### src/rtl/fp_cmp_scheduler.sv
// Round-robin scheduler sharing one registered fp_gt comparator
// among NUM_REQ requesters with held per-requester responses.
module fp_cmp_scheduler #(
  parameter int NUM_REQ = 4,
  parameter int IDX_W   = 2,
  parameter int CNT_W   = 16
) (
  input  logic                   clk,
  input  logic                   rst,
  input  logic [NUM_REQ-1:0]     req_valid,
  output logic [NUM_REQ-1:0]     req_ready,
  input  logic [32*NUM_REQ-1:0]  req_a,
  input  logic [32*NUM_REQ-1:0]  req_b,
  output logic [NUM_REQ-1:0]     rsp_valid,
  output logic [NUM_REQ-1:0]     rsp_gt,
  input  logic [NUM_REQ-1:0]     rsp_ready,
  output logic [IDX_W-1:0]       grant_idx,
  output logic                   busy,
  output logic [CNT_W-1:0]       cmp_count
);

  localparam int JW = IDX_W + 1;

  logic [NUM_REQ-1:0] pend;
  logic [NUM_REQ-1:0] elig;
  logic [NUM_REQ-1:0] grant_oh;
  logic [NUM_REQ-1:0] wr_oh;
  logic [NUM_REQ-1:0] hs;
  logic [IDX_W-1:0]   rr_ptr;
  logic [IDX_W-1:0]   win;
  logic [IDX_W-1:0]   s_idx;
  logic               win_vld;
  logic               grant;
  logic               gt;
  logic               s_vld;
  logic [31:0]        s_a;
  logic [31:0]        s_b;
  logic [31:0]        a_sel;
  logic [31:0]        b_sel;

  // Negative operands compare by inverted magnitude; equal negatives give 1.
  function automatic logic fp_gt(
    input logic [31:0] a,
    input logic [31:0] b
  );
    logic mag_gt;
    mag_gt = a[30:0] > b[30:0];
    if (a[31] != b[31]) return ~a[31];
    else if (a[31])     return ~mag_gt;
    else                return mag_gt;
  endfunction

  assign elig = req_valid & ~pend;

  always_comb begin
    logic [JW-1:0] jj;
    win_vld = 1'b0;
    win     = '0;
    jj      = '0;
    for (int k = 0; k < NUM_REQ; k++) begin
      jj = {1'b0, rr_ptr} + JW'(k);
      if (jj >= JW'(NUM_REQ)) jj = jj - JW'(NUM_REQ);
      if (!win_vld && elig[jj[IDX_W-1:0]]) begin
        win_vld = 1'b1;
        win     = jj[IDX_W-1:0];
      end
    end
  end

  assign grant     = win_vld & ~rst;
  assign grant_oh  = grant ? (NUM_REQ'(1) << win) : '0;
  assign req_ready = grant_oh;
  assign grant_idx = grant ? win : '0;

  always_comb begin
    a_sel = '0;
    b_sel = '0;
    for (int k = 0; k < NUM_REQ; k++) begin
      if (grant_oh[k]) begin
        a_sel = req_a[32*k +: 32];
        b_sel = req_b[32*k +: 32];
      end
    end
  end

  assign hs    = rsp_valid & rsp_ready;
  assign wr_oh = s_vld ? (NUM_REQ'(1) << s_idx) : '0;
  assign gt    = fp_gt(s_a, s_b);
  assign busy  = s_vld | (|pend);

  always_ff @(posedge clk) begin
    if (rst) begin
      pend      <= '0;
      rsp_valid <= '0;
      rsp_gt    <= '0;
      s_vld     <= 1'b0;
      s_idx     <= '0;
      s_a       <= '0;
      s_b       <= '0;
      rr_ptr    <= '0;
      cmp_count <= '0;
    end else begin
      s_vld <= grant;
      if (grant) begin
        s_a   <= a_sel;
        s_b   <= b_sel;
        s_idx <= win;
        if (win == IDX_W'(NUM_REQ-1)) rr_ptr <= '0;
        else                          rr_ptr <= win + 1'b1;
      end
      pend      <= (pend & ~hs) | grant_oh;
      rsp_valid <= (rsp_valid & ~hs) | wr_oh;
      rsp_gt    <= (rsp_gt & ~wr_oh) | (wr_oh & {NUM_REQ{gt}});
      if (s_vld && cmp_count != '1)
        cmp_count <= cmp_count + 1'b1;
    end
  end

endmodule

### config.mk
export PLATFORM = sky130hd
export DESIGN_NAME = fp_cmp_scheduler
export DESIGN_NICKNAME = d
export VERILOG_FILES = /design/src/rtl/fp_cmp_scheduler.sv
export SDC_FILE = /design/constraint.sdc
export NUM_CORES = 1
export LEC_CHECK = 0
export ABC_AREA = 1
export BUFFER_PORTS_ARGS = -buffer_cell sky130_fd_sc_hd__buf_2
export CELL_PAD_IN_SITES_DETAIL_PLACEMENT = 0
export CELL_PAD_IN_SITES_GLOBAL_PLACEMENT = 2
export CORE_MARGIN = 2
export CORE_UTILIZATION = 22
export DETAILED_ROUTE_END_ITERATION = 7
export PLACE_DENSITY_LB_ADDON = 0.1
export SLEW_MARGIN = 10
export SYNTH_ARGS = -nofsm -noshare
export SYNTH_HDL_FRONTEND = slang
export SYNTH_SLANG_ARGS = --single-unit
### constraint.sdc
create_clock -name clk -period 2.2 [get_ports clk]
set_input_delay 0.22 -clock clk [delete_from_list [all_inputs] [get_ports clk]]
set_output_delay 0.22 -clock clk [all_outputs]
set_load 0.01 [all_outputs]
==> results by group, run 1 <==
CTS
  – Number of clock sinks: a little under 100
  – Clock buffer count from CTS: 9
  – Root buffer cell: clkbuf_16
  – Clock latency at the later pin of the worst-skew pair: approximately 370 ps
  – Register clock-pin slew on the reported worst setup and hold paths: 80 ps
  – CTS max path bufs: 2
  – CTS HTree Levels: 3
  – Clock tree from TritonCTS: built

Flow run
  – Maximum Capacitance Violations: 0

Global routing
  – Busiest metal layer after global routing: met2
  – Congestion Overflow GR: 0
  – Largest net degree at the start of global routing: 41
  – Global-route met1 utilization: 28.0%
  – Initial antenna violation count: 1
  – Global routing usage on met3: 3.10%
  – Met2 track demand over resource: 30.9%
  – Wire length of the first global-routing pass: 56.2 mm
  – Number of global-route vias before repair: between 9k and 10k
  – Tot GR Track Use: between 10% and 20%

Routing
  – Routed len/inst: roughly 18 um
  – Per-cell via count in the routed design: between 4 and 5
  – First-pass iteration count of the detailed router: 5
  – DR iter-0 viols: ~440
  – Count of antenna-violating nets left after detailed routing: 0
  – Vias after detailed routing: roughly 9.4k
  – Drt drc: 0
  – Routed WL: between 30 and 40 mm

Timing
  – Number of endpoints failing setup at the final stage: 70
  – Post-route clock period utilization: 113%
  – Highest clock frequency the design can meet: about 0.40 GHz
  – Final Hold Violating Endpoints: 0
  – Slew Limit Headroom: 55.4%
  – Transition time at the pin with the least slew margin: roughly 670 ps
  – Clock skew: ~17 ps
  – Setup repair after global routing missed its margin: yes
  – Hold WS: about 110 ps
  – Worst Slack Setup Final: -286 ps
  – Min Clock Period, post-route: ~2500 ps
  – Total count of max-transition violations in the final report: 0

Die
  – Floorplan die area: between 30000 and 40000 sq um
  – Effective utilization at floorplan: 22.3%
  – Die H: ~190 um
  – Ports: approximately 300
  – Die width: 194 um
  – Placement Rows: 69
  – Total core area: about 35000 sq um

Power
  – Power density over the cells: just under 2000 nW/um^2
  – Final Power: 23.3 mW
  – LEAKAGE: a little over 6 nW
  – IR drop worst, VDD: between 0.8 and 0.9 mV

Yosys
  – Synth Area per Inst: about 5.8 sq um
  – XOR/XNOR share of the synthesized area: 0.111%
  – Synthesis-stage register bit count: 97
  – Synthesized-area fraction occupied by ao, oa, aoi and oai cells: between 10% and 20%
  – Netlist Area Pre-Place: 7910 sq um
  – Share of synthesized area occupied by flip-flops and latches: roughly 25%
  – Number of warnings printed during yosys synthesis: 0
  – Gate count after technology mapping: approximately 1.4k
  – Multiplexer area fraction after synthesis: 0%
  – Adder and majority cell fraction of the synthesized area: under 10%
  – Dominant cell type by area after synthesis: dfxtp_1
  – Synth top area share: about 25%
  – Post-Syn Nets: 1660
  – Top post-synthesis cells by area: dfxtp_1 25%, nand2_1 21%, inv_1 11%
  – Combinational family with the most area after synthesis: simple AND/OR/NAND/NOR gates
  – Simple-gate portion of the synthesized area: a little under two fifths
  – Number of distinct library cells after synthesis: 36

Worst setup path
  – Critical Path Fanout Max: 8
  – Setup Crit Path Kind: reg -> out
  – Critical Path AT: between 2000 and 2500 ps
  – Worst EP required: roughly 2000 ps
  – CP startpoint kind: flip-flop
  – Endpoint type of the worst setup path: primary output

Finish
  – Share of final-layout standard cells stronger than drive strength 1: 35.5%
  – Most frequent standard cell in the layout excluding fill and tap cells: nand2_1
  – Commonest cells after routing, fill and taps aside: 404 x nand2_1, 291 x buf_2, 231 x inv_1, 94 x a21oi_1, 94 x dfxtp_1
  – Diodes inserted: 0
  – Net total in the final layout: between 1.5k and 2k
  – Area grow syn2layout: 48.7%

Outcome
  – Violations in the final reports: negative setup slack
  – Result of the run: finished with violations

Placed design
  – Worst Setup Slack post-DPL: -436 ps
  – DP HPWL: between 20 and 30 mm
  – Count of buffers from port buffering: just under 300
  – Routability congestion estimate: approximately 0.79

Worst hold path
  – Path category of the worst min-delay check: in -> reg
## synth_stat cells
cell	count
buf_1	2
a21oi_1	125
a211oi_1	1
nor3_1	7
inv_4	1
nand3_1	97
xnor2_1	1
nor2_1	35
ha_1	36
a21oi_2	30
nand3_2	4
a21boi_0	1
buf_8	1
buf_6	8
nor4_1	3
o21a_1	4
nor2_8	1
o22ai_1	1
nor2_4	2
o211ai_1	1
inv_2	32
dfxtp_1	97
clkbuf_1	40
nand2_1	450
nor3b_1	1
nand2_2	7
o21ai_0	22
buf_2	23
a31o_2	2
nand4_2	1
nand3b_1	1
a31oi_1	2
nand4_1	69
inv_1	242
buf_4	7
o21bai_1	1
## power breakdown
| group | total [mW] | switching, mW | internal [mW] | leakage, nW |
|---|---|---|---|---|
| clock network | 1.90 | 0.782 | 1.12 | 0.163 |
| logic | 18.2 | 10.4 | 7.79 | 5.20 |
| registers | 3.22 | 0.709 | 2.51 | 0.793 |
| total | 23.3 | 11.9 | 11.4 | 6.15 |
## sequential cells by signal, indices dropped and copies added (netlist names), named ones only
register / cells
pend: 4
rr_ptr: 2
cmp_count: 16
rsp_valid: 4
s_idx: 2
s_vld: 1
s_b: 32
s_a: 32
## layer usage
metal	share of wire [%]	up-vias
met3	4.4	31
met1	49	4259
met5	0.030	-
li1	-	4878
met2	45	254
met4	1.3	2
## layout make-up
type                            instances  area, sq um
Sequential cell                        97         1950
Multi-Input combinational cell        905         4960
Inverter                              275         1070
Clock buffer                           10          229
Timing Repair Buffer                  388         2850
Fill cell                            4000        23700
Clock inverter                          6          115
Tap cell                              461          577
## final timing paths
kind / endpoint / from / cells after the start / slack [ps]
min: s_vld / rst / 2 / 110
max: req_ready[2] / rr_ptr[0] / 14 / -290
min reg2reg: pend[0] / pend[0] / 1 / 500
max reg2reg: s_b[19] / rr_ptr[0] / 16 / -260
## what timing repair did
action                     in CTS  in global routing
hold buffers                    0                  0
hold endpoints to repair        0                  0
gates resized for setup       113                 72
setup endpoints to repair      72                 73
buffers inserted               22                  8
pin swaps                      26                 29
gates cloned                   13                  7
## worst max-delay path, cell delays in order (launching register included)
cell and delay (ps):
dfxtp_4 410, inv_8 100, nand2_4 50, nand2_4 80, nand3_4 80, nand2_4 90, nand2_2 70, o211ai_1 200
nand2_2 120, buf_6 140, ha_4 160, nand3_4 110, buf_12 130, inv_4 30, buf_6 100
## cells by family (layout without fill, tap and decap cells)
| group | Yosys count | count (layout) |
|---|---|---|
| buffers and inverters | 356 | 679 |
| adder cells (fa/ha/maj) | 36 | 36 |
| AO/OA/AOI/OAI | 190 | 190 |
| XOR/XNOR | 1 | 1 |
| AND/OR/NAND/NOR | 678 | 678 |
| flip-flops | 97 | 97 |
## through the flow
step / std cells / area, sq um / utilization (%) / TNS (ps)
floorplan: 1358 / 8000 / - / -751
global placement: 2080 / 10100 / 28.5 / -16330
finish: 2142 / 11800 / 33.1 / -15020
CTS: 2131 / 11400 / 32.1 / -14670
detailed placement: 2080 / 10100 / 28.5 / -21070
global route: 2142 / 11800 / 33.1 / -25490
Power figures use the tool's default switching activity.
==> inputs of run 2 (changes only) <==
Settings changed: GPL_TIMING_DRIVEN set to 0.
==> run 2 against run 1 <==
Sequential cell count did not move. Cell area fell by 1.3%. Sequential power fell by 1%. Global-route usage fell by 0.88 points. Clock-buffer cell count fell by 1. Critical path depth rose by 3. Setup slack got worse by 150 ps. The run still ends with negative setup slack left. Die area did not move. Clock skew fell by 8.3 ps. Combinational power fell by 7%. Fmax fell by 5.5%. Highest routed layer unchanged.
==> results by group, run 2 (synthesis results as in run 1) <==
Finish
  – Area grow syn2layout: 46.8% (was 48.7%)
  – Largest regs: s_a (32), s_b (32), cmp_count (16) (unchanged)
  – Commonest cells after routing, fill and taps aside: 421 x nand2_1, 303 x buf_2, 236 x inv_1, 118 x a21oi_1, 94 x dfxtp_1 (was 404 x nand2_1, 291 x buf_2, 231 x inv_1, 94 x a21oi_1, 94 x dfxtp_1)
  – Share of final-layout standard cells stronger than drive strength 1: 33.5% (was 35.5%)
  – Net total in the final layout: 2011 (was 1978)
  – Post-route core utilization: 32.7% (was 33.1%)
  – Most frequent standard cell in the layout excluding fill and tap cells: nand2_1 (unchanged)
  – Fin area: 11600 sq um (was 11800 sq um)

Power
  – Sequential share of power: 14.5% (was 13.8%)
  – IR drop worst, VDD: 0.870 mV (about the same)
  – Power density over the cells: 1890 nW/um^2 (was 1980 nW/um^2)
  – Switching pwr: 11.1 mW (was 11.9 mW)
  – Combinational group share of total power: 77.3% (was 78.0%)
  – Net switching fraction of the power: 50.8% (was 51.0%)
  – Final Power: 21.9 mW (was 23.3 mW)
  – P_int: 10.8 mW (was 11.4 mW)
  – LEAKAGE: 6.15 nW (about the same)
  – Part of the total power dissipated in the clock network: 8.1% (was 8.2%)

Placed design
  – DP HPWL: 28.6 mm (was 26.9 mm)
  – Routability congestion estimate: 0.833 (was 0.793)
  – Total cell area at the placement stage: 10100 sq um (about the same)
  – Worst Setup Slack post-DPL: -1090 ps (was -436 ps)
  – Count of buffers from port buffering: 296 (unchanged)

Worst setup path
  – Critical Path Fanout Max: 8 (unchanged)
  – Worst flop-to-flop path endpoint: s_a[7] (was s_b[19])
  – Crit path to: req_ready[1] (was req_ready[2])
  – Setup Crit Path Kind: reg -> out (unchanged)
  – Worst EP required: 1980 ps (about the same)
  – Setup slack, reg-to-reg: -360 ps (was -260 ps)
  – Critical Path AT: 2410 ps (was 2270 ps)
  – Endpoint type of the worst setup path: primary output (unchanged)
  – Path depth of the worst reg2reg path: 21 (was 16)
  – Start of the worst register-to-register path: rr_ptr[0] (unchanged)
  – CP startpoint kind: flip-flop (unchanged)
  – Crit path from: rr_ptr[0] (unchanged)

Die
  – Die width: 194 um (unchanged)
  – Placement Rows: 69 (unchanged)
  – Effective utilization at floorplan: 22.3% (unchanged)
  – Die H: 194 um (unchanged)
  – Floorplan die area: 37500 sq um (unchanged)
  – Ports: 297 (unchanged)
  – Total core area: 35500 sq um (unchanged)

Global routing
  – Congestion Overflow GR: 0 (unchanged)
  – Initial antenna violation count: 10 (was 1)
  – Largest net degree at the start of global routing: 17 (was 41)
  – Tot GR Track Use: 18.7% (was 19.6%)
  – Wire length of the first global-routing pass: 53.2 mm (was 56.2 mm)
  – Number of global-route vias before repair: 8944 (was 9145)

Outcome
  – Violations in the final reports: negative setup slack (unchanged)
  – Result of the run: finished with violations (unchanged)

Timing
  – Highest clock frequency the design can meet: 0.380 GHz (was 0.402 GHz)
  – Final Hold Violating Endpoints: 0 (unchanged)
  – Transition time at the pin with the least slew margin: 889 ps (was 669 ps)
  – Total negative slack for setup checks: -20670 ps (was -15020 ps)
  – Number of endpoints failing setup at the final stage: 72 (was 70)
  – Min Clock Period, post-route: 2630 ps (was 2490 ps)
  – Worst Slack Setup Final: -432 ps (was -286 ps)
  – Post-route clock period utilization: 120% (was 113%)
  – Slew Limit Headroom: 40.7% (was 55.4%)
  – Total count of max-transition violations in the final report: 0 (unchanged)
  – Setup repair after global routing missed its margin: yes (unchanged)
  – Clock skew: 9.09 ps (was 17.3 ps)

CTS
  – Clock buffer count from CTS: 9 (unchanged)
  – Clock latency at the later pin of the worst-skew pair: 360 ps (was 370 ps)
  – Number of clock sinks: 97 (unchanged)
  – CTS max path bufs: 2 (unchanged)
  – Clock tree from TritonCTS: built (unchanged)
  – CTS HTree Levels: 3 (unchanged)
  – Root buffer cell: clkbuf_16 (unchanged)
  – Register clock-pin slew on the reported worst setup and hold paths: 80 ps (about the same)

Routing
  – Count of antenna-violating nets left after detailed routing: 0 (unchanged)
  – DR iter-0 viols: 359 (was 435)
  – Per-cell via count in the routed design: 4.22 (was 4.40)
  – Vias after detailed routing: 9190 (was 9424)
  – Routed WL: 37.0 mm (was 39.4 mm)
  – Routed len/inst: 17.0 um (was 18.4 um)
  – First-pass iteration count of the detailed router: 5 (unchanged)
  – Drt drc: 0 (unchanged)

Flow run
  – Maximum Capacitance Violations: 0 (unchanged)

Worst hold path
  – Path category of the worst min-delay check: in -> reg (unchanged)
## run 2: cell count changes in the layout (fill, tap and decap cells not counted), moves of 12 or more
cell      before  now
a21oi_1       94  118
a21oi_2       60   37
nand2_1      404  421
nand2_2       42   26
clkbuf_1       1   15
buf_2        291  303
## run 2: stage by stage
step / std cells / hold slack [ps]
global placement: 2115 / 469
detailed placement: 2115 / 481
finish: 2179 / 121
floorplan: 1358 / 301
global route: 2176 / 136
CTS: 2162 / 102
## run 2: worst min path at each step
| stage | slack [ps] | endpoint | start | cells past startpoint |
|---|---|---|---|---|
| 2_1_floorplan | 300 | s_vld | rst | 1 |
| 3_3_place_gp | 470 | pend[0] | pend[0] | 1 |
| 3_5_place_dp | 480 | pend[0] | pend[0] | 1 |
| 4_1_cts | 100 | pend[2] | rsp_ready[2] | 4 |
| 5_1_grt | 140 | pend[3] | rsp_ready[3] | 4 |
| 6_report | 120 | pend[2] | rsp_ready[2] | 4 |
## run 2: power groups by stage
stage | clock, mW | sequential [mW] | combinational (mW)
6_report | 1.78 | 3.18 | 16.9
3_5_place_dp | 0 | 3.20 | 12.9
4_1_cts | 1.83 | 3.20 | 15.3
3_3_place_gp | 0 | 3.19 | 12.9
2_1_floorplan | 0 | 2.86 | 9.22
5_1_grt | 1.91 | 3.28 | 18.8
## run 2: repair_timing
item                       4_1_cts  5_1_grt
pin swaps                       18       18
setup endpoints to repair       83       82
resized for setup              120       85
gates cloned                     3        3
hold buffers                     0        0
buffers inserted                29       11
## run 2: cell type report
| class | instances | area [sq um] |
|---|---|---|
| Sequential cell | 97 | 1950 |
| Fill cell | 4069 | 23900 |
| Multi-Input combinational cell | 905 | 4870 |
| Antenna cell | 4 | 10.0 |
| Clock inverter | 7 | 92.6 |
| Timing Repair Buffer | 341 | 2040 |
| Buffer | 80 | 791 |
| Tap cell | 461 | 577 |
| Inverter | 275 | 1050 |
| Clock buffer | 9 | 225 |
## run 2: worst max-delay path, stage by stage, from the launching register on
cell and delay (ps):
dfxtp_4 410, inv_8 120, nand2_4 60, nand2_4 90, nand3_4 80, nand2_4 90, nand2_4 50, nor2_4 90
nand2_1 70, o21ai_2 80, nand2_4 90, inv_4 80, ha_4 150, inv_2 50, clkbuf_16 150, clkbuf_16 150
nor2_4 100, buf_6 110
## run 2: metal layers
layer	up-vias	track usage, %	part of all wire (%)	routed length, um
met5	-	0	0.18	66
met4	10	3.39	0.87	322
met1	3991	26.7	50	18500
met2	206	29.3	44	16400
li1	4957	-	-	-
met3	26	3.50	4.6	1710
==> inputs of run 3 (changes only) <==
Settings changed: CORE_UTILIZATION 22 to 24.
Clock period 2.2 ns to 2.8 ns, I/O delays scaled along.
==> run 3 against run 2 <==
The run now ends clean. Sequential cell count unchanged. Cell area down 6.9%. Hold slack better by 74 ps. Via count up 0.33%. Wire length down 7.1%. Clock-buffer cell count up 1. Final cell count down 1.4%. Clock skew up 3.9 ps. Setup slack better by 480 ps. Largest power group unchanged. Highest routed layer unchanged.
==> results by group, run 3 (synthesis results as in run 1) <==
Worst setup path
  – Number of buffers and inverters on the critical path: 8 (was 6)
  – Setup slack, reg-to-reg: 170 ps (was -360 ps)
  – Worst stage delay on the critical path: 340 ps (was 410 ps)
  – Critical Path AT: 2470 ps (was 2410 ps)
  – Endpoint type of the worst setup path: primary output (unchanged)
  – Worst flop-to-flop path endpoint: s_a[20] (was s_a[7])
  – Critical Path Fanout Max: 8 (unchanged)
  – Worst EP required: 2520 ps (was 1980 ps)
  – Start of the worst register-to-register path: rr_ptr[0] (unchanged)
  – Critical path's top delay family: buffers and inverters (was simple AND/OR/NAND/NOR gates)
  – CP startpoint kind: flip-flop (unchanged)
  – Setup Crit Path Kind: reg -> out (unchanged)
  – CP Cell Sequence: buf_8 > clkinv_8 > nand2_4 > nand2_4 > nand3_2 > nand2_2 > inv_2 > nand4_1 > nand3_1 > nand2_2 > inv_2 > ha_4 > inv_4 > clkbuf_16 > clkbuf_16 > nor2_4 > buf_6 (was inv_8 > nand2_4 > nand2_4 > nand3_4 > nand2_4 > nand2_4 > nor2_4 > nand2_1 > o21ai_2 > nand2_4 > inv_4 > ha_4 > inv_2 > clkbuf_16 > clkbuf_16 > nor2_4 > buf_6)
  – Path depth of the worst reg2reg path: 18 (was 21)
  – Slowest-stage cell, CP: dfxtp_2 (was dfxtp_4)

Global routing
  – Number of global-route vias before repair: 8858 (was 8944)
  – Wire length of the first global-routing pass: 51.7 mm (was 53.2 mm)
  – Initial antenna violation count: 7 (was 10)
  – Tot GR Track Use: 20.0% (was 18.7%)
  – Congestion Overflow GR: 0 (unchanged)
  – Largest net degree at the start of global routing: 18 (was 17)

Timing
  – Post-route clock period utilization: about 98%
  – Setup repair after global routing missed its margin: yes (unchanged)
  – Transition time at the pin with the least slew margin: 1180 ps (was 889 ps)
  – Number of endpoints failing setup at the final stage: 0 (was 72)
  – Total negative slack for setup checks: 0 ps (was -20670 ps)
  – Clock skew: 13.0 ps (was 9.09 ps)
  – Min Clock Period, post-route: ~2700 ps
  – Final Hold Violating Endpoints: 0 (unchanged)
  – Highest clock frequency the design can meet: about 0.36 GHz
  – Total count of max-transition violations in the final report: 0 (unchanged)
  – Slew Limit Headroom: 21.1% (was 40.7%)

Finish
  – Area grow syn2layout: 36.8% (was 46.8%)
  – Fin area: 10800 sq um (was 11600 sq um)
  – Share of final-layout standard cells stronger than drive strength 1: 30.0% (was 33.5%)
  – Multi-input gate area in the final layout: 4640 sq um (was 4870 sq um)
  – Seq. cell area: 1950 sq um (about the same)
  – Count of filler cells inserted in the layout: 3781 (was 4069)
  – Commonest cells after routing, fill and taps aside: 443 x nand2_1, 308 x buf_2, 239 x inv_1, 122 x a21oi_1, 94 x dfxtp_1 (was 421 x nand2_1, 303 x buf_2, 236 x inv_1, 118 x a21oi_1, 94 x dfxtp_1)
  – Most frequent standard cell in the layout excluding fill and tap cells: nand2_1 (unchanged)
  – Largest regs: s_a (32), s_b (32), cmp_count (16) (unchanged)
  – Net total in the final layout: 2001 (was 2011)

Power
  – Sequential share of power: 16.8% (was 14.5%)
  – P_int: 6.86 mW (was 10.8 mW)
  – Part of the total power dissipated in the clock network: 8.3% (was 8.1%)
  – LEAKAGE: 5.86 nW (was 6.15 nW)
  – Combinational group share of total power: 74.9% (was 77.3%)
  – Switching pwr: 7.87 mW (was 11.1 mW)
  – Net switching fraction of the power: 53.4% (was 50.8%)
  – IR drop worst, VDD: 0.543 mV (was 0.870 mV)
  – Power density over the cells: 1360 nW/um^2 (was 1890 nW/um^2)

Worst hold path
  – Path category of the worst min-delay check: in -> reg (unchanged)
  – Worst hold endpoint: pend[2] (unchanged)
  – Number of cells traversed by the worst hold path: 4 (unchanged)
  – HP Start: rsp_ready[2] (unchanged)

Routing
  – Vias after detailed routing: 9220 (was 9190)
  – First-pass iteration count of the detailed router: 5 (unchanged)
  – DR iter-0 viols: 345 (was 359)
  – Count of antenna-violating nets left after detailed routing: 0 (unchanged)
  – Per-cell via count in the routed design: 4.29 (was 4.22)
  – Routed WL: 34.4 mm (was 37.0 mm)
  – Drt drc: 0 (unchanged)
  – Routed len/inst: 16.0 um (was 17.0 um)

CTS
  – Clock tree from TritonCTS: built (unchanged)
  – CTS max path bufs: 2 (unchanged)
  – Clock latency at the later pin of the worst-skew pair: 350 ps (was 360 ps)
  – Clock buffer count from CTS: 9 (unchanged)
  – Register clock-pin slew on the reported worst setup and hold paths: 80 ps (about the same)
  – Root buffer cell: clkbuf_16 (unchanged)
  – Number of clock sinks: 97 (unchanged)
  – Number of buffers inserted by hold repair at cts: 0 (unchanged)
  – CTS HTree Levels: 3 (unchanged)

Die
  – Effective utilization at floorplan: 24.4% (was 22.3%)
  – Ports: 297 (unchanged)
  – Placement Rows: 66 (was 69)
  – Die width: 186 um (was 194 um)
  – Floorplan die area: 34400 sq um (was 37500 sq um)
  – Die H: 186 um (was 194 um)
  – Total core area: 32500 sq um (was 35500 sq um)

Placed design
  – Total cell area at the placement stage: 9940 sq um (was 10100 sq um)
  – Count of buffers from port buffering: 296 (unchanged)
  – Routability congestion estimate: 0.829 (was 0.833)
  – DP HPWL: 27.5 mm (was 28.6 mm)

Outcome
  – Result of the run: finished, final reports clean (was finished with violations)

Flow run
  – Maximum Capacitance Violations: 0 (unchanged)
## run 3: cell types whose count changed in the layout (fill, tap and decap cells not counted), sizes merged
cell / delta
clkinvlp: +1
buf: -16
bufinv: -2
diode: -2
inv: +1
clkbuf: +7
clkinv: -1
## run 3: worst register-to-register path: cells and delay by family, from the launching register on
family	cells	cell delay, ps
flops	1	340
buf+inv	7	1040
fa+ha+maj	1	160
simple gates	8	770
compound gates	2	180
## run 3: layout make-up
type	count	share of cell area, %
repair buffers	331	16.3
well taps	442	5.11
inverters	275	9.78
diodes	2	0.0463
clock buffers	10	2.12
multi-input cells	905	42.9
flip-flops and latches	97	18.0
clock inverters	6	0.463
plain buffers	80	5.28
## run 3: per-stage QoR
stage / instances / util, % / setup slack, ps / power (mW) / hold slack (ps)
finish: 2148 / 33.3 / 51.6 / 14.7 / 195
global route: 2147 / 33.3 / -122 / 16.5 / 177
CTS: 2120 / 32.1 / -28.9 / 14.1 / 173
detailed placement: 2096 / 30.6 / -873 / 12.2 / 475
global placement: 2096 / 30.6 / -817 / 12.2 / 469
floorplan: 1358 / - / 287 / 9.14 / 361
## run 3: routing by layer
| layer | track usage [%] | share of wire [%] | vias to the layer above |
|---|---|---|---|
| li1 | - | - | 4931 |
| met1 | 29.2 | 51 | 4018 |
| met2 | 30.9 | 42 | 234 |
| met3 | 3.38 | 5.4 | 27 |
| met4 | 3.27 | 1.0 | 10 |
| met5 | 0 | 0.17 | - |
## run 3: worst max-delay path by stage
stage / slack, ps / endpoint / from / cells past startpoint
finish: 50 / req_ready[1] / rr_ptr[0] / 17
detailed placement: -870 / s_a[20] / rr_ptr[1] / 19
global placement: -820 / s_a[20] / rr_ptr[0] / 21
global route: -120 / req_ready[1] / rr_ptr[0] / 17
CTS: -30 / req_ready[1] / rr_ptr[0] / 18
floorplan: 290 / pend[1] / rr_ptr[0] / 17
## run 3: power by group through the flow
stage	sequential [mW]	combinational (mW)	clock [mW]
6_report	2.47	11.0	1.22
2_1_floorplan	2.25	6.90	0
5_1_grt	2.54	12.6	1.34
3_5_place_dp	2.50	9.67	0
4_1_cts	2.48	10.3	1.29
3_3_place_gp	2.50	9.66	0
## run 3: repair_timing
item                                    in CTS  in global routing
resized for setup                           45                 71
endpoints found under the setup margin      69                 67
pin swaps                                    7                 16
setup buffers                                9                 26
